===== src/rtl/wb_pkg.sv =====
// Shared constants for the vector pipeline write-back stage and its register banks.
package wb_pkg;

    localparam int NREG   = 8;
    localparam int AW     = 3;
    localparam int VW     = 32;
    localparam int SW     = 8;
    localparam int CW     = 16;
    localparam int LANE_W = 8;
    localparam int NLANE  = VW / LANE_W;

endpackage


===== src/rtl/banco_reg_bypass.sv =====
// Register bank with one write port and NRD combinational read ports.
// A read that hits the address being written this cycle returns the incoming data.
module banco_reg_bypass #(
    parameter int W    = 32,
    parameter int NREG = 8,
    parameter int NRD  = 2,
    parameter int AW   = $clog2(NREG)
) (
    input  logic                    clk,
    input  logic                    rst_n,
    input  logic                    wr_en,
    input  logic [AW-1:0]           wr_dir,
    input  logic [W-1:0]            wr_data,
    input  logic [NRD-1:0][AW-1:0]  rd_dir,
    output logic [NRD-1:0][W-1:0]   rd_data
);

    logic [W-1:0] regs [NREG];

    // Storage: clear every register on reset, otherwise commit the write port.
    always_ff @(posedge clk or negedge rst_n) begin
        if (!rst_n) begin
            for (int i = 0; i < NREG; i++) begin
                regs[i] <= '0;
            end
        end else if (wr_en) begin
            regs[wr_dir] <= wr_data;
        end
    end

    // Read ports: stored value unless the same index is being written right now.
    always_comb begin
        for (int r = 0; r < NRD; r++) begin
            rd_data[r] = regs[rd_dir[r]];
            if (wr_en && (rd_dir[r] == wr_dir)) begin
                rd_data[r] = wr_data;
            end
        end
    end

endmodule


===== src/rtl/etapa_wb_banco.sv =====
// Write-back stage: selects write-back data, commits it to the vector and scalar
// banks, forwards the last vector write to EX and counts cycles with a commit.
module etapa_wb_banco
    import wb_pkg::*;
(
    input  logic           clk,
    input  logic           rst_n,
    input  logic           sel_wb_in,
    input  logic           reg_wrv_in,
    input  logic           reg_wrs_in,
    input  logic [VW-1:0]  MEM_in,
    input  logic [VW-1:0]  DATA_in,
    input  logic [AW-1:0]  dir_dest_in,
    input  logic [SW-1:0]  data_wrs_in,
    input  logic [AW-1:0]  dir_va,
    input  logic [AW-1:0]  dir_vb,
    input  logic [AW-1:0]  dir_s,
    output logic [VW-1:0]  va_out,
    output logic [VW-1:0]  vb_out,
    output logic [SW-1:0]  s_out,
    output logic [VW-1:0]  fwd_data,
    output logic [AW-1:0]  fwd_dir,
    output logic           fwd_valid,
    output logic [CW-1:0]  cont_wb
);

    logic [VW-1:0]         wb_data;
    logic [1:0][AW-1:0]    vrd_dir;
    logic [1:0][VW-1:0]    vrd_data;
    logic [0:0][AW-1:0]    srd_dir;
    logic [0:0][SW-1:0]    srd_data;

    // Write-back source: loaded memory word or ALU result.
    always_comb begin
        wb_data = sel_wb_in ? MEM_in : DATA_in;
    end

    // Pack the decode read addresses for the banks and unpack their data.
    always_comb begin
        vrd_dir[0] = dir_va;
        vrd_dir[1] = dir_vb;
        srd_dir[0] = dir_s;
        va_out     = vrd_data[0];
        vb_out     = vrd_data[1];
        s_out      = srd_data[0];
    end

    banco_reg_bypass #(
        .W    (VW),
        .NREG (NREG),
        .NRD  (2),
        .AW   (AW)
    ) u_banco_v (
        .clk     (clk),
        .rst_n   (rst_n),
        .wr_en   (reg_wrv_in),
        .wr_dir  (dir_dest_in),
        .wr_data (wb_data),
        .rd_dir  (vrd_dir),
        .rd_data (vrd_data)
    );

    banco_reg_bypass #(
        .W    (SW),
        .NREG (NREG),
        .NRD  (1),
        .AW   (AW)
    ) u_banco_s (
        .clk     (clk),
        .rst_n   (rst_n),
        .wr_en   (reg_wrs_in),
        .wr_dir  (dir_dest_in),
        .wr_data (data_wrs_in),
        .rd_dir  (srd_dir),
        .rd_data (srd_data)
    );

    // Forward register: remembers the last vector write, valid only the cycle after it.
    always_ff @(posedge clk or negedge rst_n) begin
        if (!rst_n) begin
            fwd_data  <= '0;
            fwd_dir   <= '0;
            fwd_valid <= 1'b0;
        end else begin
            fwd_valid <= reg_wrv_in;
            if (reg_wrv_in) begin
                fwd_data <= wb_data;
                fwd_dir  <= dir_dest_in;
            end
        end
    end

    // Commit counter: one per cycle with any write, wrapping naturally at full scale.
    always_ff @(posedge clk or negedge rst_n) begin
        if (!rst_n) begin
            cont_wb <= '0;
        end else if (reg_wrv_in || reg_wrs_in) begin
            cont_wb <= cont_wb + CW'(1);
        end
    end

endmodule


===== config.mk =====
export PLATFORM = sky130hd
export DESIGN_NAME = etapa_wb_banco
export DESIGN_NICKNAME = d
export VERILOG_FILES = /design/src/rtl/wb_pkg.sv /design/src/rtl/banco_reg_bypass.sv /design/src/rtl/etapa_wb_banco.sv
export SDC_FILE = /design/constraint.sdc
export NUM_CORES = 1
export LEC_CHECK = 0
export CORE_ASPECT_RATIO = 0.7
export CORE_UTILIZATION = 45
export DETAILED_ROUTE_END_ITERATION = 10
export PLACE_DENSITY_LB_ADDON = 0.25
export SLEW_MARGIN = 20
export SYNTH_ARGS = -nofsm -noshare
export SYNTH_HDL_FRONTEND = slang
export SYNTH_SLANG_ARGS = --single-unit
export TNS_END_PERCENT = 100

===== constraint.sdc =====
create_clock -name clk -period 1.8 [get_ports clk]
set_clock_uncertainty 0.15 [all_clocks]
set_input_delay 0.18 -clock clk [delete_from_list [all_inputs] [get_ports clk]]
set_output_delay 0.18 -clock clk [all_outputs]
set_load 0.01 [all_outputs]

==> results of run 1 <==
worst max-delay path: stages (launching register included):
cell	delay, ps
dfrtp_1	410
mux4_2	480
mux2i_2	230
mux2i_1	130
buf_2	160
power groups by stage:
stage	logic, uW	registers (uW)	clock network (uW)
after global routing	7890	11400	8270
after detailed placement	7280	11300	0
final	7240	11200	7780
after CTS	7080	11200	7950
after floorplan	4150	11100	0
after global placement	7090	11200	0
cells in the final DEF (no fill, tap or decap), drive strengths merged:
master | Yosys | layout
dfrtp | 372 | 372
buf | 84 | 308
nor2 | 179 | 179
a21oi | 168 | 168
mux2i | 168 | 168
mux4 | 144 | 144
nand2 | 137 | 137
o21ai | 130 | 130
clkdlybuf4s50 | 0 | 88
mux2 | 67 | 67
clkbuf | 64 | 62
dlygate4sd2 | 0 | 27
xnor2 | 19 | 19
dlymetal6s2s | 0 | 16
nand4 | 10 | 10
xor2 | 5 | 5
nand2b | 4 | 4
clkinv | 0 | 4
nand3 | 4 | 4
nor3 | 4 | 4
inv | 2 | 2
nor2b | 2 | 2
dlygate4sd3 | 0 | 2
and3 | 2 | 2
nand4b | 2 | 2
diode | 0 | 1
o211ai | 1 | 1
and4 | 1 | 1
or4b | 1 | 1
ha | 1 | 1
clkinvlp | 0 | 1
bufbuf | 0 | 1
metal layers:
| metal | wire length [um] | vias up | part of all wire (%) |
|---|---|---|---|
| li1 | - | 6333 | - |
| met1 | 22800 | 6989 | 44 |
| met2 | 25400 | 371 | 49 |
| met3 | 2545 | 79 | 4.9 |
| met4 | 1112 | 0 | 2.1 |
| met5 | 0 | - | 0 |
area by class of cell:
cell class	instances	area (sq um)	area share, %
Timing Repair Buffer	442	4096	16.83
Clock buffer	62	1185	4.869
Multi-Input combinational cell	1049	9025	37.08
Antenna cell	1	2.502	0.01028
Sequential cell	372	9309	38.25
Clock inverter	5	31.28	0.1285
Inverter	2	7.507	0.03085
Tap cell	544	680.7	2.797
sequential cells by signal, summed over array words and instances (netlist names):
signal,count
fwd_data,32
u_banco_s.regs,64
fwd_dir,3
u_banco_v.regs,256
cont_wb,16
fwd_valid,1
per-stage QoR:
| step | power [uW] | std cells | utilization, % |
|---|---|---|---|
| CTS | 26220 | 2447 | 58.38 |
| global placement | 18280 | 2360 | 55.63 |
| floorplan | 15210 | 1571 | - |
| finish | 26250 | 2477 | 59.08 |
| global route | 27590 | 2477 | 59.08 |
| detailed placement | 18630 | 2360 | 55.63 |
cell usage after synthesis, types with 2 or more instances:
| cell type | number | area, sq um |
|---|---|---|
| nor3_2 | 2 | 20.02 |
| clkbuf_1 | 64 | 240.2 |
| nand4_1 | 9 | 56.30 |
| a21oi_1 | 168 | 840.8 |
| nor2_2 | 4 | 25.02 |
| mux2i_1 | 168 | 1682 |
| nand3_1 | 4 | 20.02 |
| xnor2_1 | 19 | 166.4 |
| buf_4 | 17 | 127.6 |
| inv_1 | 2 | 7.510 |
| dfrtp_1 | 372 | 9309 |
| mux2_2 | 67 | 754.5 |
| nor2b_1 | 2 | 12.51 |
| buf_6 | 2 | 22.52 |
| nor3_4 | 2 | 32.53 |
| nand2b_1 | 4 | 25.02 |
| nor2_1 | 175 | 656.9 |
| buf_2 | 59 | 295.3 |
| xor2_1 | 5 | 43.79 |
| nand2_1 | 137 | 514.2 |
| mux4_2 | 144 | 3243 |
| buf_1 | 6 | 22.52 |
| o21ai_0 | 130 | 650.6 |
logic make-up (layout without fill, tap and decap cells):
| family | count (synthesis) | count (layout) | share of synthesized area, % |
|---|---|---|---|
| AO/OA/AOI/OAI | 299 | 299 | 7.946 |
| XOR/XNOR | 24 | 24 | 1.114 |
| adder cells (fa/ha/maj) | 1 | 1 | 0.06632 |
| buffers and inverters | 150 | 511 | 3.794 |
| flip-flops | 372 | 372 | 49.35 |
| multiplexers | 379 | 379 | 30.11 |
| other | 0 | 1 | 0 |
| AND/OR/NAND/NOR | 346 | 346 | 7.621 |
worst paths after layout:
kind	slack (ps)	from	depth (start not counted)	to
min	10	rst_n	2	u_banco_v.regs[232]
min in group clk	70	reg_wrv_in	3	fwd_data[24]
max	-470	u_banco_v.regs[126]	4	vb_out[30]
max in group asynchronous	760	rst_n	3	u_banco_v.regs[169]
max reg2reg	50	cont_wb[8]	5	cont_wb[11]
min reg2reg	320	cont_wb[15]	1	cont_wb[15]
what timing repair did:
item / CTS / global route
hold buffers: 2 / 0
gates resized for setup: 346 / 23
hold endpoints to repair: 373 / 0
pin swaps: 4 / 5
buffers inserted: 17 / 29
gates cloned: 1 / 0
setup endpoints to repair: 96 / 91
==> impl_metrics.tcl, run 1 <==
set metrics [dict create \
    outcome "finished with violations" \
    violations "design-rule violations, negative setup slack" \
    synth_nets 1661 \
    clk_path_buf_depth 3 \
    max_cap_violations 0 \
    synth_area_sq_mm 0.01886 \
    die_h_um 173.3 \
    place.gp.congestion 0.7719 \
    dp_hpwl_mm 34.09 \
    drc 20 \
    io_pins 213 \
    drt_wl_total_mm 51.86 \
    nNetsFinal 1995 \
    yosysSeqAreaShare_pct 49.35 \
    synth_ff_type "dfrtp_1" \
    busiest_layer "met2" \
    cp-start-kind "flop" \
    cts_buffers 38 \
    synth.distinct_cells 32 \
    async_flop_share_pct 100.0 \
    slew_headroom_pct 63.61 \
    finalCriticalPeriod_ps 2275 \
    avgViaCountPerCell 5.560 \
    cts_tree "yes" \
    grtUsageTotal_pct 24.85 \
    seq_power_share_pct 42.8 \
    synth_warnings 0 \
    clockPowerShare_pct 29.6 \
    ir_drop_uv 677.4 \
    syn_to_final_growth_pct 29.02 \
    fmax_ghz 0.4396 \
    cts-root-buf "clkbuf_16" \
    pre_cts_ws_ps -939.4 \
    timing.setup.critical_path_class "reg -> out" \
    grt_pass1_wl_mm 82.32 \
    ys_seq_elements 372 \
    rows 62 \
    antenna_found_initial 1 \
    firstDrtPassIters 8 \
    crit_arrival_ps 1940 \
    combinationalPowerShare_pct 27.6 \
    port_buffers 212 \
    drtAntennaViolNets 0 \
    drt_iter0_markers 816 \
    worstMarginPinSlew_ps 545.9 \
    clk_pin_slew_ps 60 \
    avgSynthCellArea_sq_um 12.01 \
    grt_max_degree 69 \
    cp-end-kind "output pin" \
    placed_area_sq_mm 0.02291 \
    synth_edf_count 0 \
    synth_cells 1571 \
    grt_setup_unrepaired "yes" \
    layout-drive-gt1-share_pct 32.04 \
    swShare_pct 29.21 \
    die_w_um 246.7 \
    die_area_sq_mm 0.04275 \
    hp-class "in -> async" \
    switching_power_uw 7667 \
    use_met3_pct 3.793 \
    numClockSinks 372 \
    design.core.area_sq_mm 0.04119 \
    use_met2_pct 40.78 \
    slew_viol_final 0 \
    p_leak_uw 0.01106 \
    htree_levels 2 \
    cp.required_ps 1470 \
    p_int_uw 18580 \
    start_util_pct 45.79 \
    grt-ovfl-total 0 \
    n_fill_cell 3357 \
    wl_per_cell_um 20.94 \
    cp_max_fo 3 \
    grt_pass1_vias 14540 \
    clock_latency_ps 530 \
    fin_tns_setup_ps -26790 \
    vias 13770 \
    met1_usage_pct 34.56 \
    power_density_mw_per_mm2 1079 \
    period_share_pct 126.4 \
    layout_setup_ws_ps -474.6 \
    hold_violations 0 \
    setup_violations 72 \
    stdcell_area_sq_mm 0.02434 \
    holdWs_ps 11.81 \
]
Note: power is estimated with default switching activity, not from simulation.
==> run 2: changes to the inputs <==
Settings changed: GPL_TIMING_DRIVEN from default to 0.
==> run 2 against run 1 <==
- highest routed layer unchanged
- largest power group unchanged
- fmax shrank 1.4%
- largest cell class unchanged
- the flow still finishes with violations (design-rule violations, negative setup slack)
- register-to-register slack gained 40 ps
- sequential share of layout area grew 1.0 points
==> impl_metrics.tcl, run 2 (same netlist as run 1, synthesis figures left out) <==
set metrics [dict create \
    outcome "finished with violations" \
    violations "design-rule violations, negative setup slack" \
    cts_buffers 39 \
    crit_buf_inv 1 \
    place.gp.congestion 0.8534 \
    grtUsageTotal_pct 27.49 \
    nNetsFinal 1977 \
    slew_headroom_pct 24.27 \
    mostFrequentLayoutCells "dfrtp_1 (370), nor2_1 (172), a21oi_1 (165)" \
    cp-end-kind "output pin" \
    fmax_ghz 0.4336 \
    cts_tree "yes" \
    layout-drive-gt1-share_pct 30.08 \
    dp_hpwl_mm 37.92 \
    rows 62 \
    io_pins 213 \
    cp-startpoint "u_banco_v.regs[11]" \
    syn_to_final_growth_pct 25.75 \
    timing.setup.critical_path_class "reg -> out" \
    design.core.area_sq_mm 0.04119 \
    n_fill_cell 3402 \
    grt_pass1_wl_mm 88.92 \
    wl_per_cell_um 23.73 \
    htree_levels 2 \
    antenna_found_initial 1 \
    avgViaCountPerCell 5.912 \
    grt_max_degree 101 \
    finalCriticalPeriod_ps 2306 \
    pre_cts_ws_ps -1482 \
    p_leak_uw 0.01068 \
    period_share_pct 128.1 \
    drt_wl_total_mm 58.38 \
    crit_family "multiplexers" \
    crit_path_top_delay_cell "mux4_2" \
    die_w_um 246.7 \
    cp-start-kind "flop" \
    max_cap_violations 0 \
    start_util_pct 45.79 \
    layout_commonest_cell "dfrtp_1" \
    drtAntennaViolNets 0 \
    max_stage_delay_ps 490 \
    firstDrtPassIters 8 \
    largest_register "u_banco_v.regs" \
    power.total_uw 26980 \
    cp_max_fo 3 \
    clk_path_buf_depth 3 \
    grt_pass1_vias 14910 \
    slew_viol_final 0 \
    cp.required_ps 1470 \
    grt_setup_unrepaired "yes" \
    drt_iter0_markers 1335 \
    clk_pin_slew_ps 60 \
    placed_cells 2319 \
    power_density_mw_per_mm2 1137 \
    reg_top3 "u_banco_v.regs: 256 flops, u_banco_s.regs: 64 flops, fwd_data: 32 flops" \
    die_h_um 173.3 \
    hold_violations 0 \
    worstMarginPinSlew_ps 1136 \
    layout.cells.non_filler 2460 \
    crit_arrival_ps 1980 \
    setup_violations 72 \
    cts-root-buf "clkbuf_16" \
    vias 14540 \
    fin_tns_setup_ps -28160 \
    holdCritStartpoint "reg_wrs_in" \
    largest_reg_flops 256 \
    ir_drop_uv 986.7 \
    drc 20 \
    hp-class "in -> reg" \
    grt-ovfl-total 0 \
    die_area_sq_mm 0.04275 \
    cp_cell_sequence "mux4_2 > mux2i_2 > mux2i_4 > buf_2" \
    numClockSinks 372 \
    port_buffers 200 \
    r2r_start "cont_wb[0]" \
    clock_latency_ps 540 \
    layout_setup_ws_ps -506.4 \
]
## run 2: worst paths after layout
| path | endpoint | slack [ps] | depth (start not counted) |
|---|---|---|---|
| setup reg to reg | cont_wb[15] | 90 | 5 |
| hold / removal | cont_wb[2] | 10 | 3 |
| hold reg to reg | cont_wb[15] | 330 | 1 |
| setup / recovery | vb_out[11] | -510 | 4 |
| min in group asynchronous | u_banco_v.regs[168] | 130 | 3 |
| max in group asynchronous | u_banco_v.regs[26] | 420 | 4 |
## run 2: power by group
group / leakage, uW / switching (uW) / total, uW / internal [uW]
combinational: 0.00561 / 3290 / 7090 / 3800
clock: 0.000661 / 3440 / 8630 / 5190
sequential: 0.00441 / 1210 / 11300 / 10100
total: 0.0107 / 7940 / 27000 / 19000
## run 2: through the flow
stage          utilization, %  instance area, sq um  hold WS [ps]
2_1_floorplan               -                 18860        -265.6
3_3_place_gp            52.31                 21550         309.8
3_5_place_dp            52.58                 21660        -141.0
4_1_cts                 56.20                 23150         1.201
5_1_grt                 57.58                 23720         13.07
6_report                57.58                 23720         14.59
## run 2: area by class of cell
| type | count | area (sq um) | area share (%) |
|---|---|---|---|
| flip-flops and latches | 372 | 9311 | 39.26 |
| multi-input cells | 1049 | 9071 | 38.24 |
| clock buffers | 54 | 1115 | 4.700 |
| well taps | 544 | 680.7 | 2.870 |
| plain buffers | 147 | 944.7 | 3.982 |
| diodes | 1 | 2.502 | 0.01055 |
| repair buffers | 276 | 2360 | 9.948 |
| clock inverters | 15 | 227.7 | 0.9600 |
| inverters | 2 | 7.507 | 0.03165 |
## run 2: timing repair
| item | CTS | global route |
|---|---|---|
| resized for setup | 414 | 91 |
| hold buffers | 4 | 0 |
| cloned | 0 | 1 |
| setup buffers | 28 | 39 |
| hold endpoints to repair | 196 | 0 |
| pin swaps | 11 | 4 |
| endpoints found under the setup margin | 245 | 249 |
## run 2: worst min-delay path: cells and delay by family
kind            cells  cell delay [ps]
xor+xnor            1              140
buf+inv             1              190
compound gates      1              150
## run 2: per-layer routing
metal,GRT usage (%),share of wire (%)
met1,38.49,42
met2,41.76,46
met3,6.672,8.0
met4,10.06,3.8
met5,0.3394,0
==> run 3: changes to the inputs <==
Settings changed: CORE_ASPECT_RATIO 0.7 to 0.9.
==> run 3 against run 2 <==
- the flow finishes with violations (negative setup slack)
- global-route usage up 0.075 points
- final area shrank 1.3%
- cell count fell by 1.4%
- die area hardly changed
- utilization down 0.46 points
- flip-flop and latch count unchanged
- worst setup slack gained 26 ps
- non-clock buffer count fell by 29
- wire length down 0.97%
- combinational power shrank 3%
==> impl_metrics.tcl, run 3 (same netlist as run 1, synthesis figures left out) <==
set metrics [dict create \
    cts_buffers 41 \
    swShare_pct 29.66 \
    switching_power_uw 7810 \
    slew_viol_final 0 \
    grt_pass1_wl_mm 88.98 \
    finalCriticalPeriod_ps 2280 \
    largest_reg_flops 256 \
    n_fill_cell 3510 \
    die_h_um 196.2 \
    p_int_uw 18520 \
    max_stage_delay_ps 520 \
    min_to "fwd_dir[2]" \
    worstMarginPinSlew_ps 1074 \
    rows 70 \
    combinationalPowerShare_pct 26.2 \
    ir_drop_uv 834.3 \
    layout-drive-gt1-share_pct 29.09 \
    cp-start-kind "flop" \
    multi_input_area_sq_mm 0.009096 \
    drt_iter0_markers 1267 \
    port_buffers 200 \
    layout_commonest_cell "dfrtp_1" \
    stdcell_area_sq_mm 0.02341 \
    r2r_slack_ps 30 \
    crit_arrival_ps 1950 \
    drc 0 \
    grt-ovfl-total 0 \
    cp_cell_sequence "mux4_2 > mux2i_1 > mux2i_1 > buf_2" \
    seq_power_share_pct 42.8 \
    crit_path_frequent_cell "mux2i_1" \
    reg_top3 "u_banco_v.regs: 256 flops, u_banco_s.regs: 64 flops, fwd_data: 32 flops" \
    clk_pin_slew_ps 60 \
    setup_violations 72 \
    wl_per_cell_um 23.84 \
    place.gp.congestion 0.8402 \
    hp-class "in -> reg" \
    power_density_mw_per_mm2 1125 \
    hold_violations 0 \
    design.core.area_sq_mm 0.04099 \
    layout_setup_ws_ps -480.0 \
    largest_register "u_banco_v.regs" \
    busiest_layer "met2" \
    avgViaCountPerCell 5.917 \
    drtAntennaViolNets 0 \
    cts-root-buf "clkbuf_16" \
    mostFrequentLayoutCells "dfrtp_1 (371), nor2_1 (172), a21oi_1 (166)" \
    fmax_ghz 0.4386 \
    layout.cells.non_filler 2425 \
    die_w_um 217.8 \
    cp-end-kind "output pin" \
    drt_wl_total_mm 57.82 \
    holdCritStartpoint "dir_dest_in[2]" \
    dp_hpwl_mm 37.53 \
    regArea_sq_mm 0.009310 \
    grt_setup_unrepaired "yes" \
    cp.required_ps 1470 \
    use_met2_pct 43.57 \
    die_area_sq_mm 0.04274 \
    nNetsFinal 1950 \
    io_pins 213 \
    grtUsageTotal_pct 27.57 \
    clockPowerShare_pct 31.0 \
    firstDrtPassIters 5 \
    syn_to_final_growth_pct 24.12 \
    violations "negative setup slack" \
    met1_usage_pct 37.55 \
    timing.setup.critical_path_class "reg -> out" \
    clk_path_buf_depth 3 \
    crit_path_top_delay_cell "mux4_2" \
    htree_levels 2 \
    grt_max_degree 96 \
    cts_tree "yes" \
    placed_area_sq_mm 0.02166 \
    cp_max_fo 3 \
    use_met3_pct 5.085 \
    outcome "finished with violations" \
    antenna_found_initial 1 \
    start_util_pct 46.02 \
    placed_cells 2315 \
    period_share_pct 126.7 \
    p_leak_uw 0.01046 \
    whs_path_depth 4 \
    clock_latency_ps 530 \
    numClockSinks 372 \
    vias 14350 \
    slew_headroom_pct 28.40 \
    r2r_start "cont_wb[3]" \
    max_cap_violations 0 \
    fin_tns_setup_ps -27540 \
    grt_pass1_vias 14990 \
    rr_endpoint "cont_wb[15]" \
    r2r_cells 5 \
]
## run 3: cell count changes in the layout (fill, tap and decap cells not counted), sizes merged
| cell | previous run | this run |
|---|---|---|
| bufinv | 6 | 1 |
| buf | 223 | 198 |
| clkdlybuf4s50 | 88 | 94 |
| clkinvlp | 1 | 0 |
| clkbuf | 123 | 126 |
| clkinv | 8 | 5 |
| dlymetal6s2s | 16 | 10 |
## run 3: timing repair
action | 4_1_cts | 5_1_grt
endpoints found under the setup margin | 239 | 199
hold buffers | 4 | 0
hold endpoints to repair | 192 | 0
pin swaps | 11 | 6
resized for setup | 429 | 62
setup buffers | 22 | 14
cloned | 2 | 0
## run 3: per-stage QoR
| stage | util, % | total power (uW) | setup WS (ps) | hold slack, ps |
|---|---|---|---|---|
| after floorplan | - | 15210 | 136.8 | -265.6 |
| after global placement | 52.55 | 17910 | -15820 | 308.2 |
| after detailed placement | 52.83 | 18220 | -1433 | -149.0 |
| after CTS | 56.43 | 26220 | -473.7 | 25.35 |
| after global routing | 57.12 | 27580 | -523.0 | 59.92 |
| final | 57.12 | 26330 | -480.0 | 57.48 |
## run 3: area by class of cell
class                           count  share of cell area [%]
Sequential cell                   372                   39.76
Tap cell                          540                   2.886
Antenna cell                        1                 0.01069
Clock inverter                      6                  0.2351
Inverter                            2                 0.03206
Timing Repair Buffer              246                   9.079
Clock buffer                       61                   5.216
Multi-Input combinational cell   1049                   38.85
Buffer                            148                   3.928
## run 3: how the worst max path moves through the flow
stage                   startpoint                   to  cells past startpoint
5_1_grt         u_banco_v.regs[24]           va_out[24]                      4
6_report       u_banco_v.regs[120]           va_out[24]                      4
2_1_floorplan           cont_wb[6]          cont_wb[13]                      4
4_1_cts         u_banco_v.regs[24]           va_out[24]                      4
3_5_place_dp            reg_wrv_in            va_out[1]                      7
3_3_place_gp                 rst_n  u_banco_v.regs[157]                      1
## run 3: worst max-delay path: cells and delay by family, from the launching register on
family	cells	cell delay [ps]
multiplexers	3	820
flip-flops	1	420
buffers and inverters	1	170
## run 3: power groups by stage
stage	Combinational, uW	Clock [uW]	Sequential (uW)
final	6910	8150	11300
after detailed placement	6870	0	11400
after CTS	6740	8260	11200
after global routing	7520	8590	11500
after global placement	6680	0	11200
after floorplan	4150	0	11100
## run 3: routing by layer
layer	vias to the layer above	wire length, um
li1	6255	-
met1	7424	23830
met2	545	27600
met3	125	4159
met4	0	2225
met5	-	0
